[src/rtl/hazard_detection_unit_pkg.sv]
// Shared pipeline definitions for the hazard detection unit.
// FSM encoding, the zero register and the load-use predicate.
package hazard_detection_unit_pkg;

  typedef enum logic [1:0] {
    ST_RUN        = 2'd0,
    ST_LOAD_STALL = 2'd1,
    ST_FLUSH      = 2'd2
  } hdu_state_e;

  localparam logic [4:0] ZERO_REG = 5'd0;

  function automatic logic load_use(
    input logic       mem_read,
    input logic [4:0] ex_rt,
    input logic [4:0] id_rs,
    input logic [4:0] id_rt,
    input logic       uses_rt
  );
    return mem_read && (ex_rt != ZERO_REG) &&
           ((ex_rt == id_rs) ||
            (uses_rt && (ex_rt == id_rt)));
  endfunction

endpackage

[src/rtl/hazard_detection_unit_if.sv]
// Pipeline <-> hazard unit signal bundle.
// master = pipeline side, slave = hazard unit.
interface hazard_detection_unit_if;
  logic [4:0]  IF_ID_RS_in;
  logic [4:0]  IF_ID_RT_in;
  logic        IF_ID_uses_RT_in;
  logic [4:0]  ID_EX_RT_in;
  logic        ID_EX_mem_read_in;
  logic        branch_taken_in;
  logic        mem_ready_in;
  logic        PC_write_out;
  logic        IF_ID_write_out;
  logic        ID_EX_bubble_out;
  logic        IF_ID_flush_out;
  logic        mem_timeout_out;
  logic [15:0] stall_cycles_out;

  modport master (
    output IF_ID_RS_in, IF_ID_RT_in,
    output IF_ID_uses_RT_in, ID_EX_RT_in,
    output ID_EX_mem_read_in,
    output branch_taken_in, mem_ready_in,
    input  PC_write_out, IF_ID_write_out,
    input  ID_EX_bubble_out, IF_ID_flush_out,
    input  mem_timeout_out, stall_cycles_out
  );

  modport slave (
    input  IF_ID_RS_in, IF_ID_RT_in,
    input  IF_ID_uses_RT_in, ID_EX_RT_in,
    input  ID_EX_mem_read_in,
    input  branch_taken_in, mem_ready_in,
    output PC_write_out, IF_ID_write_out,
    output ID_EX_bubble_out, IF_ID_flush_out,
    output mem_timeout_out, stall_cycles_out
  );
endinterface

[src/rtl/hazard_detection_unit_sat_counter.sv]
// Saturating up-counter with synchronous clear.
// Holds at all-ones instead of wrapping.
module sat_counter #(
  parameter int WIDTH = 16
) (
  input  logic             clk_in,
  input  logic             rst_n_in,
  input  logic             inc,
  input  logic             clear,
  output logic [WIDTH-1:0] count
);

  logic [WIDTH-1:0] r_count;

  always_ff @(posedge clk_in or negedge rst_n_in) begin
    if (!rst_n_in) begin
      r_count <= '0;
    end else if (clear) begin
      r_count <= '0;
    end else if (inc && (r_count != '1)) begin
      r_count <= r_count + 1'b1;
    end
  end

  assign count = r_count;

endmodule

[src/rtl/hazard_detection_unit.sv]
// Load-use stall, branch flush and memory freeze control.
// Mealy control outputs from a RUN/LOAD_STALL/FLUSH FSM.
module hazard_detection_unit #(
  parameter int FLUSH_CYCLES = 1,
  parameter int MEM_TIMEOUT  = 15
) (
  input logic                    clk_in,
  input logic                    rst_n_in,
  hazard_detection_unit_if.slave bus
);
  import hazard_detection_unit_pkg::*;

  localparam logic [2:0] FC_M1 = 3'(FLUSH_CYCLES - 1);
  localparam logic [7:0] TMO   = 8'(MEM_TIMEOUT);

  hdu_state_e r_state;
  hdu_state_e w_state_nxt;
  logic [2:0] r_flush_cnt;
  logic [2:0] w_flush_cnt_nxt;
  logic [7:0] r_wait_cnt;
  logic [7:0] w_wait_inc;
  logic       r_timeout;

  logic w_freeze;
  logic w_branch;
  logic w_hazard;
  logic w_do_freeze;
  logic w_do_flush;
  logic w_do_stall;
  logic w_pc_write;
  logic w_ifid_write;
  logic w_bubble;
  logic w_flush;
  logic w_stall_inc;

  assign w_freeze = ~bus.mem_ready_in;
  assign w_branch = bus.branch_taken_in;
  assign w_hazard = load_use(
    bus.ID_EX_mem_read_in, bus.ID_EX_RT_in,
    bus.IF_ID_RS_in, bus.IF_ID_RT_in,
    bus.IF_ID_uses_RT_in);

  // Mutually exclusive selects encode the priority chain.
  assign w_do_freeze = rst_n_in & w_freeze;
  assign w_do_flush  = rst_n_in & ~w_freeze &
                       (w_branch | (r_state == ST_FLUSH));
  assign w_do_stall  = rst_n_in & ~w_freeze & ~w_branch &
                       (r_state == ST_RUN) & w_hazard;

  always_ff @(posedge clk_in or negedge rst_n_in) begin
    if (!rst_n_in) begin
      r_state     <= ST_RUN;
      r_flush_cnt <= 3'd0;
    end else begin
      r_state     <= w_state_nxt;
      r_flush_cnt <= w_flush_cnt_nxt;
    end
  end

  always_comb begin
    w_state_nxt     = r_state;
    w_flush_cnt_nxt = r_flush_cnt;
    if (!w_freeze) begin
      unique case (r_state)
        ST_RUN, ST_LOAD_STALL: begin
          if (w_branch) begin
            w_state_nxt     = (FLUSH_CYCLES > 1) ?
                              ST_FLUSH : ST_RUN;
            w_flush_cnt_nxt = FC_M1;
          end else if (r_state == ST_RUN && w_hazard) begin
            w_state_nxt = ST_LOAD_STALL;
          end else begin
            w_state_nxt = ST_RUN;
          end
        end
        ST_FLUSH: begin
          if (w_branch) begin
            w_flush_cnt_nxt = FC_M1;
          end else if (r_flush_cnt <= 3'd1) begin
            w_state_nxt     = ST_RUN;
            w_flush_cnt_nxt = 3'd0;
          end else begin
            w_flush_cnt_nxt = r_flush_cnt - 3'd1;
          end
        end
        default: w_state_nxt = ST_RUN;
      endcase
    end
  end

  always_comb begin
    w_pc_write   = 1'b1;
    w_ifid_write = 1'b1;
    w_bubble     = 1'b0;
    w_flush      = 1'b0;
    unique case (1'b1)
      ~rst_n_in: begin
        w_pc_write   = 1'b0;
        w_ifid_write = 1'b0;
        w_bubble     = 1'b1;
      end
      w_do_freeze: begin
        w_pc_write   = 1'b0;
        w_ifid_write = 1'b0;
      end
      w_do_flush: w_flush = 1'b1;
      w_do_stall: begin
        w_pc_write   = 1'b0;
        w_ifid_write = 1'b0;
        w_bubble     = 1'b1;
      end
      default: ;
    endcase
  end

  assign w_wait_inc = r_wait_cnt + 8'd1;

  always_ff @(posedge clk_in or negedge rst_n_in) begin
    if (!rst_n_in) begin
      r_wait_cnt <= 8'd0;
      r_timeout  <= 1'b0;
    end else if (w_freeze) begin
      if (r_wait_cnt != 8'hFF) r_wait_cnt <= w_wait_inc;
      if (w_wait_inc == TMO) r_timeout <= 1'b1;
    end else begin
      r_wait_cnt <= 8'd0;
    end
  end

  assign w_stall_inc = rst_n_in & ~w_pc_write;

  sat_counter #(.WIDTH(16)) u_stall_cnt (
    .clk_in   (clk_in),
    .rst_n_in (rst_n_in),
    .inc      (w_stall_inc),
    .clear    (1'b0),
    .count    (bus.stall_cycles_out)
  );

  assign bus.PC_write_out     = w_pc_write;
  assign bus.IF_ID_write_out  = w_ifid_write;
  assign bus.ID_EX_bubble_out = w_bubble;
  assign bus.IF_ID_flush_out  = w_flush;
  assign bus.mem_timeout_out  = r_timeout;

endmodule

[src/flat_wrapper.sv]
// flat-port wrapper written by rule: the top's interface ports become plain ports
module hazard_detection_unit_flat import hazard_detection_unit_pkg::*;
#(
  parameter int FLUSH_CYCLES = 1,
  parameter int MEM_TIMEOUT  = 15
)
  (clk_in, rst_n_in, bus_IF_ID_RS_in, bus_IF_ID_RT_in, bus_IF_ID_uses_RT_in, bus_ID_EX_RT_in, bus_ID_EX_mem_read_in, bus_branch_taken_in, bus_mem_ready_in, bus_PC_write_out, bus_IF_ID_write_out, bus_ID_EX_bubble_out, bus_IF_ID_flush_out, bus_mem_timeout_out, bus_stall_cycles_out);
  hazard_detection_unit_if bus_i ();
  input logic clk_in;
  input logic rst_n_in;
  input wire logic [$bits(bus_i.IF_ID_RS_in)-1:0] bus_IF_ID_RS_in;
  input wire logic [$bits(bus_i.IF_ID_RT_in)-1:0] bus_IF_ID_RT_in;
  input wire logic [$bits(bus_i.IF_ID_uses_RT_in)-1:0] bus_IF_ID_uses_RT_in;
  input wire logic [$bits(bus_i.ID_EX_RT_in)-1:0] bus_ID_EX_RT_in;
  input wire logic [$bits(bus_i.ID_EX_mem_read_in)-1:0] bus_ID_EX_mem_read_in;
  input wire logic [$bits(bus_i.branch_taken_in)-1:0] bus_branch_taken_in;
  input wire logic [$bits(bus_i.mem_ready_in)-1:0] bus_mem_ready_in;
  output wire logic [$bits(bus_i.PC_write_out)-1:0] bus_PC_write_out;
  output wire logic [$bits(bus_i.IF_ID_write_out)-1:0] bus_IF_ID_write_out;
  output wire logic [$bits(bus_i.ID_EX_bubble_out)-1:0] bus_ID_EX_bubble_out;
  output wire logic [$bits(bus_i.IF_ID_flush_out)-1:0] bus_IF_ID_flush_out;
  output wire logic [$bits(bus_i.mem_timeout_out)-1:0] bus_mem_timeout_out;
  output wire logic [$bits(bus_i.stall_cycles_out)-1:0] bus_stall_cycles_out;
  assign bus_i.IF_ID_RS_in = bus_IF_ID_RS_in;
  assign bus_i.IF_ID_RT_in = bus_IF_ID_RT_in;
  assign bus_i.IF_ID_uses_RT_in = bus_IF_ID_uses_RT_in;
  assign bus_i.ID_EX_RT_in = bus_ID_EX_RT_in;
  assign bus_i.ID_EX_mem_read_in = bus_ID_EX_mem_read_in;
  assign bus_i.branch_taken_in = bus_branch_taken_in;
  assign bus_i.mem_ready_in = bus_mem_ready_in;
  assign bus_PC_write_out = bus_i.PC_write_out;
  assign bus_IF_ID_write_out = bus_i.IF_ID_write_out;
  assign bus_ID_EX_bubble_out = bus_i.ID_EX_bubble_out;
  assign bus_IF_ID_flush_out = bus_i.IF_ID_flush_out;
  assign bus_mem_timeout_out = bus_i.mem_timeout_out;
  assign bus_stall_cycles_out = bus_i.stall_cycles_out;
  hazard_detection_unit #(.FLUSH_CYCLES(FLUSH_CYCLES), .MEM_TIMEOUT(MEM_TIMEOUT)) u_core (.clk_in(clk_in), .rst_n_in(rst_n_in), .bus(bus_i));
endmodule
[config.mk]
export PLATFORM = sky130hd
export DESIGN_NAME = hazard_detection_unit_flat
export DESIGN_NICKNAME = d
export VERILOG_FILES = /design/src/rtl/hazard_detection_unit_pkg.sv /design/src/rtl/hazard_detection_unit_if.sv /design/src/rtl/hazard_detection_unit_sat_counter.sv /design/src/rtl/hazard_detection_unit.sv /design/src/flat_wrapper.sv
export SDC_FILE = /design/constraint.sdc
export NUM_CORES = 1
export LEC_CHECK = 0
export ABC_AREA = 0
export CAP_MARGIN = 10
export CORE_AREA = 3 3 56 58
export DETAILED_ROUTE_END_ITERATION = 8
export DIE_AREA = 0 0 59 61
export DONT_BUFFER_PORTS = 1
export GPL_TIMING_DRIVEN = 0
export MAX_ROUTING_LAYER = met4
export PLACE_DENSITY = 0.77
export RECOVER_POWER = 100
export SLEW_MARGIN = 20
export SYNTH_ARGS = -nofsm -noshare
export SYNTH_HDL_FRONTEND = slang
export SYNTH_SLANG_ARGS = --single-unit
[constraint.sdc]
create_clock -name clk_in -period 2.4 [get_ports clk_in]
set_input_delay 0.24 -clock clk_in [delete_from_list [all_inputs] [get_ports clk_in]]
set_output_delay 0.24 -clock clk_in [all_outputs]
set_load 0.01 [all_outputs]
==> flow_summary.ini, run 1 <==
[global_routing]
grt_pass1_wl_um = 5395
antenna_found_initial = 0
first_global_vias = 1219
grt_max_degree = 27
grt_remaining_overflow = 0
grtUsageTotal = 0.2002

[setup_path]
end_kind = flip-flop
cp.required_ns = 2.61
rrSetupSlack_ns = 0.20
r2r-end = u_core.u_stall_cnt.count[1]$_DFFE_PN0P_
r2r_start = u_core.u_stall_cnt.count[0]$_DFFE_PN0P_
critPathLaunch = u_core.u_stall_cnt.count[0]$_DFFE_PN0P_
crit_type = reg -> reg
start_kind = flip-flop
crit_fanout = 6
worstRegToRegCells = 7
cp_data_arrival_time_ns = 2.42

[placed_design]
dpl.cell_count = 193
post_dp_cell_area_um2 = 1590
hpwl_um = 2339
port_buffers = 0
gp_congestion = 0.8273

[timing]
rsz0062_at_grt = no
fin_hold_ws_ns = 0.1378
fmax_mhz = 454.2
relSlewSlack = 0.09981
timing.final.hold_violations = 0
period_needed_ns = 2.202
tns_ns = 0
worst_pin_slew_ns = 1.350
slew_violations = 0
fin_crit_sh = 0.9173
fin_worst_skew_ns = 0.002153
setup_viol = 0

[die]
coreArea_um2 = 2710
dieArea_um2 = 3599
row_count = 19
die_w_um = 59
io_pins = 42
start_util = 0.5725
die_h_um = 61

[clock_network]
clk_latency_ns = 0.31
cts_num_sinks = 26
ctsLongestPathBuffers = 2
clk_pin_slew_ns = 0.14
htree_num_levels = 1
root_buffer = clkbuf_4
cts_tree = done
cts_buffers = 3

[final_layout]
multi_input_area_um2 = 854.6
final_nets = 193
drive_gt1_frac = 0.09524
ff_latch_area_um2 = 653.1
final_util = 0.6080
fin_area_um2 = 1648
area_growth_pct = 6.210
num_antenna_cells = 0
nFillCells = 251
layout_common_cells = dfrtp_1, xnor2_1, xor2_1
instances_no_fill = 199
layout_commonest_cell = dfrtp_1

[worst_hold_path]
hp-class = in -> reg
min_to = u_core.bus.mem_timeout_out$_DFFE_PN0P_
hold_path.startpoint = bus_mem_ready_in
min_path_cells = 3

[synth]
synth_compound_area_frac = 0.09919
ys_ff_latch = 26
syn_inst = 162
synth_top_family_by_area = simple AND/OR/NAND/NOR gates
synth_xor_area_frac = 0.1637
yosysWarnings = 0
netlist.top_cell.by_area = dfrtp_1
synth_mux_area_frac = 0.007258
synth.top_cell.area_share = 0.4194
synth_fa_ha_area_frac = 0.02419
syn-cell-area_um2 = 1551
synth-simple-area-share = 0.2508
syn_avg_cell_area_um2 = 9.577
ys_types = 37
netlist_top_cells_area = dfrtp_1, xnor2_1, xor2_1
ys_seq_area_frac = 0.4194
syn_nets = 186

[outcome]
status = finished, final reports clean

[detailed_routing]
drt_iter0_markers = 56
avgViaCountPerCell = 6.136
postRouteAntennaNets = 0
first_pass_iters = 4
wire_per_inst_um = 15.79
wirelength_um = 3142
drc_errors = 0
num_vias = 1221

[power]
power_density_nw_per_um2 = 570.1
cellLeakagePower_nw = 0.7076
max-vdd-ir-drop_uv = 552.1

[job]
maxCapViolCount = 0
==> metrics by stage <==
step	total power, mW	setup WS, ns
2_1_floorplan	0.6839	0.2780
6_report	0.9394	0.1984
3_3_place_gp	0.7109	0.07968
5_1_grt	1.002	0.01208
4_1_cts	0.9542	0.02604
3_5_place_dp	0.7226	0.05098
==> synthesized netlist by cell type, drive strengths merged <==
cell,number
clkbuf,2
xor2,14
nand3b,1
a32oi,1
xnor2,15
o211ai,2
o31ai,3
nor3,9
and3,5
nor4b,1
or3b,1
nor3b,3
or2,2
ha,3
inv,6
or3,2
mux2,1
and4,1
a31oi,2
o221a,2
o22ai,1
nor2,4
nand2,10
o21ai,9
nand3,13
buf,4
o21a,1
and2,2
nand2b,1
a221oi,1
dfrtp,26
or4b,2
nand4,7
nor4,5
==> critical path: stages (launching register included) <==
cell and delay, ns:
dfrtp_2 0.44, ha_1 0.17, nand2_1 0.10, or3_1 0.35, buf_2 0.17, o31ai_4 0.33, or2_1 0.20, mux2_2 0.34
==> logic make-up (layout without fill, tap and decap cells) <==
kind of cell | count (synthesis) | in the layout
AOI/OAI and AO/OA | 22 | 22
xor gates and xnor gates | 29 | 29
adders and majority gates | 3 | 3
buffers and inverters | 12 | 18
DFF | 26 | 26
muxes | 1 | 1
and+or+nand+nor | 69 | 69
==> timing repair <==
action                                  CTS  global route
endpoints found under the hold margin    26             0
hold buffers                              2             0
buffers inserted                          0             0
endpoints found under the setup margin    0            11
gates resized for setup                   0             3
==> cell type report <==
class,count,share of cell area
Timing Repair Buffer,2,0.008352
Buffer,6,0.01746
Inverter,6,0.01367
Clock buffer,4,0.02202
Sequential cell,26,0.3964
Multi-Input combinational cell,124,0.5186
Tap cell,31,0.02354
==> per-layer routing <==
metal	GRT usage	up-vias	share of wire
li1	-	602	-
met1	0.2497	588	0.42
met2	0.3423	27	0.52
met3	0.02979	4	0.048
met4	0.04854	0	0.012
met5	-	-	0
==> report_power, final <==
group          switching, mW  leakage (nW)  internal, mW
Clock                  0.123        0.0210        0.0926
Sequential            0.0829         0.344         0.489
Combinational         0.0759         0.343        0.0763
==> sequential cells by signal, indices dropped and copies added, names as in the netlist <==
| signal | count |
|---|---|
| u_core.u_stall_cnt.count | 16 |
| u_core.r_state | 1 |
| u_core.r_wait_cnt | 8 |
| u_core.bus.mem_timeout_out | 1 |
==> worst max-delay path by stage <==
stage	end	slack [ns]
finish	u_core.u_stall_cnt.count[1]$_DFFE_PN0P_	0.20
global route	u_core.u_stall_cnt.count[1]$_DFFE_PN0P_	0.01
CTS	u_core.u_stall_cnt.count[1]$_DFFE_PN0P_	0.03
detailed placement	u_core.u_stall_cnt.count[1]$_DFFE_PN0P_	0.05
global placement	u_core.u_stall_cnt.count[1]$_DFFE_PN0P_	0.08
floorplan	u_core.u_stall_cnt.count[1]$_DFFE_PN0P_	0.28
No activity file was read; power rests on OpenSTA's default activity.
==> inputs of run 2 (changes only) <==
Settings changed: CTS_CLUSTER_DIAMETER set to 150, GPL_ROUTABILITY_DRIVEN set to 1, SLEW_MARGIN 20 to 5.
==> results of run 2 <==
The final DEF is identical to that of run 1; final timing and power are the same.
==> inputs of run 3 (changes only) <==
Settings changed: CAP_MARGIN 10 to unset, CORE_AREA 3 3 56 58 to 3 3 48 68, DIE_AREA 0 0 59 61 to 0 0 51 71, GPL_ROUTABILITY_DRIVEN 1 to unset, PLACE_DENSITY 0.77 to 0.76.
==> run 3 against run 2 <==
Sequential power about the same. Largest power group unchanged. Critical path depth unchanged. Critical endpoint unchanged. Clock power increased by 12%.
==> flow_summary.ini, run 3 (synthesis gave the netlist of run 1 again) <==
[timing]
fin_ws_ns = 0.1827
timing.final.hold_violations = 0
worst_pin_slew_ns = 1.394
slew_violations = 0
period_needed_ns = 2.217
relSlewSlack = 0.07079
fin_worst_skew_ns = 0.007219
fin_crit_sh = 0.9239
rsz0062_at_grt = no
fmax_mhz = 451.0
tns_ns = 0
setup_viol = 0
fin_hold_ws_ns = 0.1763

[setup_path]
end_kind = flip-flop
cp_num_buf_inv = 1
cp.depth = 7
slowest_stage = dfrtp_1
cp_data_arrival_time_ns = 2.38
crit_fanout = 6
cp.required_ns = 2.56
cp_cell_sequence = ha_1 > nand2_1 > or3_1 > buf_2 > o31ai_4 > or2_1 > mux2_2
crit_type = reg -> reg
cpLargestDelayFamily = simple AND/OR/NAND/NOR gates
critical_path.max_stage_delay_ns = 0.45
worstRegToRegCells = 7
r2r-end = u_core.u_stall_cnt.count[1]$_DFFE_PN0P_
critPathLaunch = u_core.u_stall_cnt.count[1]$_DFFE_PN0P_
endpoint = u_core.u_stall_cnt.count[1]$_DFFE_PN0P_
rrSetupSlack_ns = 0.18
start_kind = flip-flop
r2r_start = u_core.u_stall_cnt.count[1]$_DFFE_PN0P_

[power]
cellLeakagePower_nw = 0.7092
p_total_mw = 0.9656
max-vdd-ir-drop_uv = 564.5
power_density_nw_per_um2 = 582.0

[detailed_routing]
num_vias = 1247
first_pass_iters = 4
avgViaCountPerCell = 6.113
drc_errors = 0
postRouteAntennaNets = 0
wirelength_um = 3371
wire_per_inst_um = 16.52
drt_iter0_markers = 22

[clock_network]
clk_latency_ns = 0.27
cts_buffers = 3
cts_tree = done
cts_num_sinks = 26
cts_setup_buffers = 0
root_buffer = clkbuf_8
ctsLongestPathBuffers = 2
htree_num_levels = 1
clk_pin_slew_ns = 0.09

[die]
die_w_um = 51
dieArea_um2 = 3621
start_util = 0.5558
io_pins = 42
row_count = 23
coreArea_um2 = 2791
die_h_um = 71

[placed_design]
port_buffers = 0
dpl_worst_slack_ns = 0.08754
gp_congestion = 0.8259
hpwl_um = 2548
post_dp_cell_area_um2 = 1598

[final_layout]
area_growth_pct = 6.935
final_nets = 193
largest_reg_flops = 16
fin_area_um2 = 1659
drive_gt1_frac = 0.08383
layout_common_cells = dfrtp_1, xnor2_1, xor2_1
num_antenna_cells = 0
layout_commonest_cell = dfrtp_1

[worst_hold_path]
hp-class = in -> reg

[global_routing]
grtUsageTotal = 0.2068
grt_max_degree = 27
grt_pass1_wl_um = 5582
antenna_found_initial = 0
first_global_vias = 1307
grt_remaining_overflow = 0

[outcome]
status = finished, final reports clean

[job]
maxCapViolCount = 0
-- run 3: where the power goes --
| group | switching [mW] | total, mW | internal [mW] | leakage (nW) |
|---|---|---|---|---|
| Clock | 0.129 | 0.241 | 0.112 | 0.0216 |
| Sequential | 0.0848 | 0.572 | 0.487 | 0.345 |
| Combinational | 0.0767 | 0.153 | 0.0761 | 0.343 |
| Total | 0.290 | 0.966 | 0.675 | 0.709 |
-- run 3: metal layers --
layer  track usage  vias to the layer above  part of all wire
li1              -                      601                 -
met1        0.1992                      609              0.39
met2        0.3816                       29              0.53
met3       0.05263                        8             0.053
met4       0.07784                        0             0.020
met5             -                        -                 0
-- run 3: final cells by class --
cell class	instances	area [um2]
Fill cell	251	1132
Tap cell	37	46.29
Timing Repair Buffer	2	13.76
Buffer	6	28.78
Clock buffer	3	41.29
Multi-Input combinational cell	124	854.6
Inverter	6	22.52
Sequential cell	26	651.9
-- run 3: worst min-delay path by stage --
stage,startpoint,to,slack (ns),cells past startpoint
4_1_cts,bus_mem_ready_in,u_core.r_wait_cnt[1]$_DFFE_PN0P_,0.17,2
6_report,bus_mem_ready_in,u_core.r_wait_cnt[1]$_DFFE_PN0P_,0.18,2
5_1_grt,bus_mem_ready_in,u_core.bus.mem_timeout_out$_DFFE_PN0P_,0.18,3
3_3_place_gp,rst_n_in,u_core.r_wait_cnt[3]$_DFFE_PN0P_,-0.05,0
2_1_floorplan,rst_n_in,u_core.bus.mem_timeout_out$_DFFE_PN0P_,-0.06,0
3_5_place_dp,rst_n_in,u_core.r_wait_cnt[3]$_DFFE_PN0P_,-0.05,0
-- run 3: timing repair --
item                                    CTS  global route
resized for setup                         0             2
endpoints found under the setup margin    0            11
hold buffers                              2             0
endpoints found under the hold margin    26             0
-- run 3: metrics by stage --
stage | instances | util
after floorplan | 162 | -
after global placement | 199 | 0.5724
after detailed placement | 199 | 0.5724
after CTS | 204 | 0.5979
after global routing | 204 | 0.5944
final | 204 | 0.5944
